===== src/rtl/serial_adder.sv =====
// serial_adder: digit-serial adder computing {carry_out, sum} = a + b + carry_in.
// One DIGIT-wide adder slice is reused for WIDTH/DIGIT cycles through a
// registered carry; operands and results move through valid/ready handshakes.
module serial_adder #(
    parameter int WIDTH = 8,
    parameter int DIGIT = 1
) (
    input  logic             clk,
    input  logic             rst,
    input  logic             in_valid,
    output logic             in_ready,
    input  logic [WIDTH-1:0] a,
    input  logic [WIDTH-1:0] b,
    input  logic             carry_in,
    output logic             out_valid,
    input  logic             out_ready,
    output logic [WIDTH-1:0] sum,
    output logic             carry_out,
    output logic             busy
);

    localparam int N     = WIDTH / DIGIT;
    localparam int CNT_W = (N > 1) ? $clog2(N) : 1;
    localparam logic [CNT_W-1:0] LAST_STEP = CNT_W'(N - 1);

    // Reject parameter sets that would leave a partial digit at the top.
    generate
        if (WIDTH < 1 || DIGIT < 1 || DIGIT > WIDTH || (WIDTH % DIGIT) != 0) begin : g_bad_params
            $error("serial_adder: need 1 <= DIGIT <= WIDTH and WIDTH %% DIGIT == 0");
        end
    endgenerate

    typedef enum logic [1:0] {
        S_IDLE = 2'd0,
        S_RUN  = 2'd1,
        S_DONE = 2'd2
    } state_t;

    state_t            r_state;
    state_t            w_state_nxt;
    logic [WIDTH-1:0]  r_a_sh;
    logic [WIDTH-1:0]  r_b_sh;
    logic [WIDTH-1:0]  r_sum;
    logic              r_carry;
    logic              r_cout;
    logic [CNT_W-1:0]  r_cnt;

    logic [DIGIT:0]       w_digit_sum;
    logic [WIDTH+DIGIT-1:0] w_sum_cat;
    logic [WIDTH-1:0]     w_sum_shifted;
    logic                 w_last;

    // One digit slice: low DIGIT bits of each operand plus the running carry.
    always_comb begin
        w_digit_sum   = {1'b0, r_a_sh[DIGIT-1:0]} + {1'b0, r_b_sh[DIGIT-1:0]}
                      + {{DIGIT{1'b0}}, r_carry};
        // New digit enters at the MSB end; concatenating first keeps this legal when DIGIT == WIDTH.
        w_sum_cat     = {w_digit_sum[DIGIT-1:0], r_sum};
        w_sum_shifted = w_sum_cat[WIDTH+DIGIT-1:DIGIT];
        w_last        = (r_cnt == LAST_STEP);
    end

    // State register.
    always_ff @(posedge clk) begin
        if (rst) begin
            r_state <= S_IDLE;
        end else begin
            r_state <= w_state_nxt;
        end
    end

    // Next-state logic and handshake outputs decoded from state.
    always_comb begin
        w_state_nxt = r_state;
        in_ready    = 1'b0;
        out_valid   = 1'b0;
        busy        = 1'b0;
        case (r_state)
            S_IDLE: begin
                in_ready = 1'b1;
                if (in_valid) begin
                    w_state_nxt = S_RUN;
                end
            end
            S_RUN: begin
                busy = 1'b1;
                if (w_last) begin
                    w_state_nxt = S_DONE;
                end
            end
            S_DONE: begin
                busy      = 1'b1;
                out_valid = 1'b1;
                if (out_ready) begin
                    w_state_nxt = S_IDLE;
                end
            end
            default: begin
                w_state_nxt = S_IDLE;
            end
        endcase
    end

    // Operand load, digit-serial shift/accumulate and final carry capture.
    always_ff @(posedge clk) begin
        if (rst) begin
            r_a_sh  <= '0;
            r_b_sh  <= '0;
            r_sum   <= '0;
            r_carry <= 1'b0;
            r_cout  <= 1'b0;
            r_cnt   <= '0;
        end else begin
            case (r_state)
                S_IDLE: begin
                    if (in_valid) begin
                        r_a_sh  <= a;
                        r_b_sh  <= b;
                        r_carry <= carry_in;
                        r_cnt   <= '0;
                    end
                end
                S_RUN: begin
                    r_sum   <= w_sum_shifted;
                    r_carry <= w_digit_sum[DIGIT];
                    r_a_sh  <= r_a_sh >> DIGIT;
                    r_b_sh  <= r_b_sh >> DIGIT;
                    r_cnt   <= r_cnt + CNT_W'(1);
                    if (w_last) begin
                        r_cout <= w_digit_sum[DIGIT];
                    end
                end
                default: begin
                end
            endcase
        end
    end

    assign sum       = r_sum;
    assign carry_out = r_cout;

endmodule

===== config.mk =====
export PLATFORM = sky130hd
export DESIGN_NAME = serial_adder
export DESIGN_NICKNAME = d
export VERILOG_FILES = /design/src/rtl/serial_adder.sv
export SDC_FILE = /design/constraint.sdc
export NUM_CORES = 1
export LEC_CHECK = 0
export ABC_AREA = 0
export BUFFER_PORTS_ARGS = -buffer_cell sky130_fd_sc_hd__buf_4
export CORE_UTILIZATION = 48
export CTS_CLUSTER_DIAMETER = 80
export DETAILED_ROUTE_END_ITERATION = 7
export PLACE_DENSITY_LB_ADDON = 0.2
export SYNTH_ARGS = -nofsm -noshare
export SYNTH_HDL_FRONTEND = slang
export SYNTH_SLANG_ARGS = --single-unit

===== constraint.sdc =====
create_clock -name clk -period 1.5 [get_ports clk]
set_clock_uncertainty 0.05 [all_clocks]
set_input_delay 0.15 -clock clk [delete_from_list [all_inputs] [get_ports clk]]
set_output_delay 0.15 -clock clk [all_outputs]
set_load 0.03 [all_outputs]

==> summary.txt <==
Floorplanning
  – Initial core utilization: roughly half
  – Die W: 59.0 um
  – Die area: about 0.0035 mm^2
  – IO Pins: 33
  – Die height: slightly below 60 um
  – Row count: 20
  – Core area: around 0.003 mm^2

Clock network
  – H-Tree Depth: 2
  – Worst-skew pair later-pin latency: between 0.3 and 0.4 ns
  – Hold bufs inserted after CTS: 0
  – CTS tree: yes
  – Inserted Clock Buffers: 5
  – Clock sink total: 31
  – Clock transition at path regs: 0.09 ns
  – Clock root buffer: clkbuf_4
  – CTS max path bufs: 2
  – Postcts setup bufs: 0

Power
  – Pwr dens: 936 mW/mm^2
  – P_leak: 0.739 nW
  – Max IR drop VDD: 580 uV
  – PnR Total Power: between 1.5 and 2 mW

Global routing
  – Met3 GRT Util: 7.25%
  – First-pass GRT wire length: 4980 um
  – Vias in the first global route: about 1.2k
  – Met1 usage: 21.5%
  – Global route overflow: 0
  – Initial antenna violation count: 0
  – Gr usage total: approximately a fifth
  – M2 GR Usage: between 30% and 40%
  – Most Used Layer, Global Route: met2
  – Largest net degree at the start of global routing: 32

Detailed routing
  – Detail Route Antenna Nets: 0
  – TritonRoute pass-1 iters: 4
  – Post-route DRC: 0
  – Drt via density: ~5.3
  – DRT iter0 DRCs: 33
  – Routed Wire Length: a little over 3000 um
  – Via count: 1199
  – WL per Instance: approximately 13 um

Status
  – Status: complete, no violations

Final layout
  – Fin nets: 209
  – Antenna fix cells: 0
  – Final Core Density: around 62%
  – Post-route cell area: between 0.0015 and 0.002 mm^2
  – Share of layout cells above drive strength 1: 39.3%
  – Synth-to-Final Area Change: 22.0%
  – Final cell count without fillers: approximately 230
  – Fillers: roughly 280

Yosys
  – Post-synthesis sequential area ratio: approximately two fifths
  – Ys Warns: 0
  – Compound-Gate Fraction of Synth Area: a little under a fifth
  – Combinational family with the most area after synthesis: compound AO/OA/AOI/OAI gates
  – Synth Area in Simple Gates: a little under an eighth
  – Synth Net Count: 176
  – Post-synth ARST share: 0%
  – Number of flops mapped to enable cells by yosys: 0
  – Avg Cell Area, Syn: around 10 um^2
  – Adder-cell share of the synthesized area: under 10%
  – Cell taking the most area after synthesis: dfxtp_1
  – Synth top area cells: dfxtp_1 (40%), mux2i_1 (16%), a211oi_2 (12%)
  – Most common cell in the netlist: dfxtp_1
  – Mapped cell area: between 0.0015 and 0.002 mm^2
  – Top cell type's share of synthesized area: approximately 40%
  – Mapped Cells: approximately 150
  – FF+latch count, synth: 31
  – Mux contribution to synthesized area: between 10% and 20%
  – Commonest cells post-synth: dfxtp_1 (31), mux2i_1 (25), nor2_1 (25)
  – Xor and xnor area share after synthesis: 0.562%
  – Synth Flop Type: dfxtp_1
  – Netlist cell types: 26

Placement
  – I/O Buffers: 32
  – DP Cell Count: about 220
  – GPL Wtd Cong: just over 0.7
  – Pre-CTS setup slack: -0.0395 ns
  – Area of placed instances: 0.00180 mm^2
  – HPWL Detailed: roughly 2000 um

Timing
  – Achievable frequency: 0.683 GHz
  – Setup TNS: 0 ns
  – Tcrit/Tclk final: ~98%
  – Final setup viols: 0
  – Slew at the pin with the worst max-slew slack: ~0.41 ns
  – Worst hold slack: 0.0377 ns
  – Slack of the critical path: around 0.036 ns
  – Tmin final: roughly 1.5 ns
  – Max-slew violation count: 0
  – Max transition margin: 72.4%
  – Final Hold Vio Count: 0

Worst setup path
  – Slowest-stage cell, CP: dfxtp_4
  – Required time of the critical path: about 1.7 ns
  – Cells on worst reg2reg path: 5
  – WS Path Type: reg2reg
  – Startpoint Class: register
  – Crit path largest cell delay: about 0.37 ns
  – Critical path peak fanout: 4
  – Most used cell along the critical path: ha_2
  – Critical path depth in cells: 5
  – Buf/Inv on CP: 0
  – Largest delay contributor family on the critical path: adder cells
  – Worst setup EP type: register
  – CP Cell Sequence: ha_2 -> ha_2 -> mux2i_1 -> or2_2 -> a21oi_2
  – Worst EP arrival: between 1.5 and 2 ns

Hold path
  – WHS Path Cells: 3
  – Worst hold path class: in2reg

Flow run
  – Max Cap Viol: 0
-- final timing paths --
path / slack (ns) / endpoint / from
max: 0.04 / r_cnt[2] / r_cnt[0]
min: 0.04 / r_b_sh[7] / b[7]
max reg2reg: 0.04 / r_cnt[2] / r_cnt[0]
min reg2reg: 0.42 / carry_out / carry_out
-- repair_timing --
action / CTS / global route
pin swaps: 0 / 1
cloned: 1 / 0
resized for setup: 2 / 11
endpoints found under the setup margin: 16 / 20
-- placed cells by master (no fill, tap or decap) --
| cell | instances |
|---|---|
| a211oi_2 | 15 |
| xnor2_1 | 1 |
| dfxtp_4 | 1 |
| nand2b_1 | 5 |
| buf_4 | 35 |
| ha_1 | 1 |
| a2111oi_1 | 1 |
| a32oi_1 | 2 |
| buf_6 | 2 |
| inv_2 | 2 |
| dfxtp_2 | 2 |
| a311oi_1 | 3 |
| nand4_1 | 1 |
| nor2b_1 | 2 |
| nand2_1 | 5 |
| nor2_1 | 25 |
| or2_2 | 2 |
| mux2_4 | 2 |
| a21oi_1 | 5 |
| a21oi_2 | 1 |
| nand3_1 | 1 |
| mux2i_1 | 25 |
| ha_2 | 2 |
| clkbuf_4 | 5 |
| fa_1 | 1 |
| dfxtp_1 | 28 |
| ha_4 | 2 |
| clkbuf_1 | 2 |
| inv_1 | 1 |
| clkinv_2 | 1 |
| a31o_1 | 1 |
| a31oi_1 | 1 |
-- logic make-up after synthesis --
kind of cell | after synthesis
and+or+nand+nor | 41
DFF | 31
AOI/OAI and AO/OA | 29
muxes | 26
buffers and inverters | 15
adders and majority gates | 6
xor gates and xnor gates | 1
-- final cells by class --
cell class | count | area, um^2 | area share [%]
tap | 44 | 55.1 | 2.90
multi-input combinational | 104 | 872 | 45.9
clock inverter | 1 | 5.00 | 0.263
timing repair buffer | 37 | 285 | 15.0
inverter | 3 | 11.3 | 0.592
clock buffer | 7 | 45.0 | 2.37
sequential | 31 | 627 | 33.0
-- power breakdown --
part	switching, mW	leakage [nW]	internal (mW)
registers	0.0370	0.256	0.881
logic	0.214	0.453	0.193
clock network	0.272	0.0293	0.182
-- metal layers --
metal	part of all wire, %	vias up
li1	-	596
met1	44	575
met2	51	24
met3	4.1	4
met4	0.82	0
met5	0	-
-- worst reg2reg max path, cell delays in order, from the launching register on --
cell and delay, ns:
dfxtp_4 0.37, ha_2 0.19, ha_2 0.33, mux2i_1 0.06
or2_2 0.29, a21oi_2 0.13
-- registers in the layout, summed over array words and instances, names as in the netlist --
signal / cells
r_a_sh: 8
r_b_sh: 8
sum: 8
r_cnt: 3
r_state: 2
carry_out: 1
r_carry: 1
Power figures use the tool's default switching activity.
